### src/rtl/cdc_fifo_pkg.sv
// cdc_fifo_pkg: shared FSM state encoding and grant-index width helper for the CDC FIFO arbiters
package cdc_fifo_pkg;
  typedef enum logic {ST_IDLE = 1'b0, ST_GRANT = 1'b1} state_t;
  function automatic int id_width(input int n);
    return n > 1 ? $clog2(n) : 1;
  endfunction
endpackage

### src/rtl/cdc_fifo_wr_arb_rr_pick.sv
// rr_pick: combinational round-robin picker, first valid index after last (wrapping modulo N)
module rr_pick #(
  parameter int N  = 2,
  parameter int IW = 1
) (
  input  logic [N-1:0]  valid,
  input  logic [IW-1:0] last,
  output logic [IW-1:0] idx,
  output logic          found
);
  always_comb begin
    idx = '0;
    found = |valid;
    // Walk from farthest to nearest so the closest successor of last wins.
    for (int k = N; k >= 1; k--)
      if (valid[(int'(last) + k) % N]) idx = IW'((int'(last) + k) % N);
  end
endmodule

### src/rtl/cdc_fifo_wr_arb.sv
// cdc_fifo_wr_arb: round-robin, burst-bounded arbiter sharing one CDC FIFO write port.
// Define CDC_FIFO_WR_ARB_LAST_EN to add req_last/w_last packet-boundary handling.
module cdc_fifo_wr_arb
  import cdc_fifo_pkg::*;
#(
  parameter int NUM_REQ    = 2,
  parameter int DATA_WIDTH = 8,
  parameter int MAX_BURST  = 4
) (
  input  logic                            w_clk,
  input  logic                            w_rst_n,
  input  logic [NUM_REQ-1:0]              req_valid,
  input  logic [NUM_REQ*DATA_WIDTH-1:0]   req_data,
  output logic [NUM_REQ-1:0]              req_ready,
`ifdef CDC_FIFO_WR_ARB_LAST_EN
  input  logic [NUM_REQ-1:0]              req_last,
  output logic                            w_last,
`endif
  input  logic                            w_full,
  output logic                            w_inc,
  output logic [DATA_WIDTH-1:0]           w_data,
  output logic [id_width(NUM_REQ)-1:0]    grant_id,
  output logic                            busy
);
  localparam int IW = id_width(NUM_REQ);
  localparam int CW = $clog2(MAX_BURST + 1);
  state_t state, state_nx;
  logic [IW-1:0] last_id, pick_id;
  logic [CW-1:0] beat_cnt;
  logic pick_found, cur_valid, end_beat, leave;
  rr_pick #(.N(NUM_REQ), .IW(IW)) u_pick (
    .valid(req_valid),
    .last (last_id),
    .idx  (pick_id),
    .found(pick_found)
  );
  always_comb begin
    busy = state == ST_GRANT;
    cur_valid = req_valid[grant_id];
    w_inc = busy & cur_valid & ~w_full;
    req_ready = busy & ~w_full ? NUM_REQ'(1) << grant_id : '0;
    w_data = busy ? req_data[grant_id*DATA_WIDTH +: DATA_WIDTH] : '0;
`ifdef CDC_FIFO_WR_ARB_LAST_EN
    w_last = w_inc & req_last[grant_id];
    end_beat = w_inc & (beat_cnt == CW'(MAX_BURST - 1) | req_last[grant_id]);
`else
    end_beat = w_inc & (beat_cnt == CW'(MAX_BURST - 1));
`endif
    leave = end_beat | ~cur_valid;
    state_nx = busy ? (leave ? ST_IDLE : ST_GRANT) : (pick_found & ~w_full ? ST_GRANT : ST_IDLE);
  end
  always_ff @(posedge w_clk or negedge w_rst_n)
    if (!w_rst_n) state <= ST_IDLE;
    else state <= state_nx;
  always_ff @(posedge w_clk or negedge w_rst_n)
    if (!w_rst_n) begin
      grant_id <= '0;
      last_id  <= IW'(NUM_REQ - 1);
      beat_cnt <= '0;
    end else if (!busy) begin
      if (pick_found && !w_full) begin
        grant_id <= pick_id;
        beat_cnt <= '0;
      end
    end else if (leave) begin
      last_id <= grant_id;
    end else if (w_inc) begin
      beat_cnt <= beat_cnt + CW'(1);
    end
endmodule
### config.mk
export PLATFORM = sky130hd
export DESIGN_NAME = cdc_fifo_wr_arb
export DESIGN_NICKNAME = d
export VERILOG_FILES = /design/src/rtl/cdc_fifo_pkg.sv /design/src/rtl/cdc_fifo_wr_arb_rr_pick.sv /design/src/rtl/cdc_fifo_wr_arb.sv
export SDC_FILE = /design/constraint.sdc
export NUM_CORES = 1
export LEC_CHECK = 0
export BUFFER_PORTS_ARGS = -buffer_cell sky130_fd_sc_hd__buf_2
export CAP_MARGIN = 20
export CORE_MARGIN = 2
export CORE_UTILIZATION = 35
export DETAILED_ROUTE_END_ITERATION = 10
export PLACE_DENSITY = 0.77
export SLEW_MARGIN = 30
export SYNTH_ARGS = -nofsm -noshare
export SYNTH_HDL_FRONTEND = slang
export SYNTH_HIERARCHICAL = 1
export SYNTH_SLANG_ARGS = --single-unit
### constraint.sdc
create_clock -name w_clk -period 1.7 [get_ports w_clk]
set_clock_uncertainty 0.05 [all_clocks]
set_input_delay 0.425 -clock w_clk [delete_from_list [all_inputs] [get_ports w_clk]]
set_output_delay 0.425 -clock w_clk [all_outputs]
set_load 0.005 [all_outputs]
# Word level (Yosys, flattened, before mapping)
# Index checks and enable logic that the tools add are counted.
[word_totals]
reg_bits = 6
latchBits = 0
ram_bits = 0
rom_bits = 0
input_bits = 21
out_inout_bits = 13
word_cells = 52
mem_count = 0
[op_classes]
addsub = 3
n_mul = 0
n_div = 0
n_lt_le_gt_ge = 3
n_eq_ne = 3
shift = 2
muxes = 19
bitwise_logic = 11
reduce_logical = 7
[op_table]
columns = ["cell", "count"]
rows = [
  ["$shiftx 16x5->8", 1],
  ["$mux 1", 13],
  ["$mux 3", 4],
  ["$mux 8", 1],
  ["$lt 2x3->1 const B", 2],
  ["$and 1x1->1", 5],
  ["$ne 2x2->1 const B", 2],
  ["$reduce_and 2->1", 2],
  ["$add 3x1->3 const B", 1],
  ["$eq 3x2->1 const B", 1],
  ["$not 1->1", 3],
  ["$reduce_and 3->1", 1],
  ["$add 1x1->1 const B", 2],
  ["$and 1x1->1 const A", 2],
  ["$lt 1x2->1 const B", 1],
  ["$mux 2", 1],
  ["$reduce_bool 2->1", 1],
  ["$reduce_or 2->1", 1],
  ["$shl 1x1->2 const A", 1],
  ["$logic_and 1x1->1", 1],
  ["$logic_not 1->1", 1],
  ["$or 1x1->1", 1],
]

# Longest topological paths before layout
[logic_depth]
depth_word = 8
mapped_depth = 5
ltp_nobuf = 5

# By module
# The synthesis kept the hierarchy.
[modules_own_cells]
columns = ["module", "n_inst", "cells_per_inst", "area_each_um2", "seq_area_each_um2"]
rows = [
  ["cdc_fifo_wr_arb", 1, 51, 478.0, 151.4],
  ["rr_pick", 1, 2, 13.8, 0.0],
]

# Worst setup path before layout
# No wires, ideal clock.
[synth_timing]
path_kind = "flip-flop to flip-flop"
start = "register beat_cnt[0]"
end = "register beat_cnt[1]"
setup_time_ns = 0.125
t_arrival_ns = 1.459
required_ns = 1.525
slack_ns = 0.066
stages_incl_launch_ff = 5
path_buffers = 0
synth_period_minus_slack_ns = 1.634
cell_sequence = "dfrtp_1 ha_1 ha_1 or3_4 mux2_4"
[synth_between]
elab_chain_cells = 5
elab_cells_between_ends = 9
cone_classes = "add/sub (1); eq/ne (2); mux (3); bitwise (2); reduce/logical (1)"
[synth_rtl]
columns = ["element", "line_no", "rtl"]
rows = [
  ["from (decl)", "cdc_fifo_wr_arb.sv:29", "logic [CW-1:0] beat_cnt;"],
  ["from (signal assigned)", "cdc_fifo_wr_arb.sv:68", "beat_cnt <= beat_cnt + CW'(1);"],
  ["$eq 3x2->1", "cdc_fifo_wr_arb.sv:47", "end_beat = w_inc & (beat_cnt == CW'(MAX_BURST - 1));"],
  ["$and 1x1->1", "cdc_fifo_wr_arb.sv:47", ""],
  ["$or 1x1->1", "cdc_fifo_wr_arb.sv:49", "leave = end_beat | ~cur_valid;"],
  ["$ne 2x2->1 (no line)", "n/a", ""],
  ["$reduce_and 3->1 (no line)", "n/a", ""],
]
# Parallel ways exist; a longest one is shown, timed or not. The select of a mux whose other input is x is not followed.
# A chain may end at the register's enable or synchronous reset.

# Worst setup path after layout
# Ends and elaborated chain as after synthesis.

==> impl_metrics.toml <==
[cells_and_area]
areaGrowthSynthToFinish_pct = 55.0
drive_above_1_share_pct = 50.0
final_area_um2 = 762
nNetsFinal = 120
nFillCells = 120
num_antenna_cells = 0

[timing]
relSlewSlack_pct = 83.2
fmax_mhz = 610
worstMarginPinSlew_ns = 0.252
finalMaxSlewViolations = 0
period_needed_ns = 1.64
worst_slack_ns = 0.0597
hold_viol = 0
min_period_over_period_pct = 96.5
finalSetupTns_ns = 0
rsz0062_at_grt = "true"
setup_viol = 0

[critical_path]
cp_slowest_cell = "or3_4"
reg2reg_slack_ns = 0.06
start_kind = "register"
crit_path_max_fanout = 4
worst_r2r_startpoint = "beat_cnt[0]"
crit_start = "beat_cnt[0]"
worstPathRequired_ns = 1.77
critPathCaptureType = "register"
slowest_delay_ns = 0.40
crit_buf_inv = 0
crit_chain = "ha_1 -> ha_2 -> or3_4 -> mux2_4"
cpLargestDelayFamily = "adder cells"
cp.arrival_ns = 1.71
path_class = "reg -> reg"

[grt]
grt_use_met1_pct = 14.0
antenna_found_initial = 0
busiest_layer = "met2"
grt_pass1_wl_mm = 1.88
grt_pass1_vias = 458
grt_max_degree = 13
grt.met2_usage_pct = 24.4
grt_usage_pct = 13.6
grtUsageMet3_pct = 6.52
grt.overflow.total = 0

[worst_hold_path]
hold_start = "w_full"
hold_path_class = "in -> reg"

[synth]
synth.ff_latch_count = 6
ys_types = 22
syn_inst = 53
yosys_warnings = 6
yosysSeqAreaShare_pct = 30.8
avgSynthCellArea_um2 = 9.28
synth_top_area_share_pct = 25.4
synth-main-ff-cell = "dfrtp_1"
async_flop_share_pct = 100
synth_edf_count = 0
synth_area_leaders = "dfrtp_1 (25%), mux2i_1 (20%), nor2b_1 (13%)"
synth_fp_nets = 76
syn_area_um2 = 492
synth_commonest_cells = "mux2i_1 (10), nor2b_1 (10), dfrtp_1 (5), nor2_1 (5), o21ai_0 (3)"
synth_area_leader_cell = "dfrtp_1"

[detailed_routing]
drtIter0Drc = 4
ant_nets = 0
vias_per_cell = 4.78
dr_total_vias = 531
totalWireLength_mm = 1.18
drc_errors = 0
firstDrtPassIters = 4
wire_per_inst_um = 10.7

[power_and_ir_drop]
seq_power_share_pct = 26.7
pwr-share-comb_pct = 58.5
swShare_pct = 34.2
p_sw_w = 0.000308
pwr-share-clk_pct = 14.9
power.leakage_nw = 0.419
ir_drop_mv = 0.501
total_power_w = 0.000900
p_int_w = 0.000592
powerDensity_mw_per_mm2 = 1180

[floorplan]
rows = 13
die_x_um = 41.5
die_y_um = 41.5
start_util_pct = 37.8
io_pins = 34
core_area_mm2 = 0.00130
dieArea_mm2 = 0.00172

[clock_network]
cts_htree_levels = 1
cts_root_buf = "clkbuf_4"
clock_sinks = 6
cts_tree = "done"
clkTransAtPathRegs_ns = 0.05
cts_buffer_depth = 2
clk_latency_ns = 0.24
cts_buffers = 3

[flow_run]
drv_cap = 0

[status]
status = "completed"

[placed_design]
pre_cts_ws_ns = 0.0394
hpwl_mm = 1.01
portBuffers = 33
placed_cell_area_um2 = 712
place_congestion = 0.732
## final timing paths
| path | endpoint | cells after the start |
|---|---|---|
| worst min-delay path | beat_cnt[0] | 3 |
| min in group asynchronous | beat_cnt[2] | 2 |
| max in group asynchronous | last_id | 2 |
| worst min register to register | beat_cnt[2] | 2 |
| worst max-delay path | beat_cnt[1] | 4 |
| worst max register to register | beat_cnt[1] | 4 |
## area by class of cell
type | count | area (um^2) | area share [%]
Multi-Input combinational cell | 43 | 327 | 42.9
Timing Repair Buffer | 41 | 231 | 30.4
Sequential cell | 6 | 151 | 19.9
Clock buffer | 4 | 26.3 | 3.45
Tap cell | 15 | 18.8 | 2.46
Inverter | 2 | 7.51 | 0.985
## tightest hold or removal path: stages
cell and delay (ns):
buf_2 0.11, o21ai_0 0.09, nand3_1 0.08
## metrics by stage
stage,hold WS [ns],util [%],instances
3_3_place_gp,0.200,54.7,105
5_1_grt,0.460,58.6,111
2_1_floorplan,0.0794,-,53
6_report,0.461,58.6,111
4_1_cts,0.435,57.8,110
3_5_place_dp,0.204,54.7,105
## layer usage
layer / part of all wire (%) / vias to the layer above
met5: 0 / -
met4: 0 / 0
met3: 13 / 0
met2: 49 / 31
met1: 37 / 229
li1: - / 271
## cells by family after synthesis
kind of cell / share of synthesized area (%)
adder cells (fa/ha/maj): 5.09
flip-flops: 30.8
AO/OA/AOI/OAI: 7.63
buffers and inverters: 3.31
multiplexers: 25.7
AND/OR/NAND/NOR: 27.5
## cell usage in the layout, fill, tap and decap left out
cell type      count
a21boi_1           1
a21o_1             1
buf_2             33
buf_4              6
buf_6              1
clkbuf_1           1
clkbuf_4           3
dfrtp_1            5
dfstp_2            1
dlygate4sd3_1      1
ha_1               1
ha_2               1
inv_1              2
mux2_2             1
mux2_4             1
mux2i_1           10
nand2_1            1
nand2b_1           2
nand3_1            1
nor2_1             5
nor2b_1           10
nor3b_1            1
o211ai_1           1
o21ai_0            3
or2_1              1
or3_4              1
or4_1              1
## repair_timing
action	CTS	global route
setup buffers	0	0
hold buffers	1	0
gates cloned	0	1
hold endpoints to repair	5	0
setup endpoints to repair	1	8
resized for setup	1	3
## registers in the layout, indices dropped and copies added (netlist names)
signal,count
beat_cnt,3
busy,1
grant_id,1
last_id,1
## power by group through the flow
stage	clock (W)	combinational (W)	sequential, W
floorplan	0	0.000292	0.000243
global placement	0	0.000494	0.000234
detailed placement	0	0.000505	0.000238
CTS	0.000142	0.000516	0.000238
global route	0.000161	0.000571	0.000246
finish	0.000134	0.000526	0.000240
No activity file was read; power rests on OpenSTA's default activity.
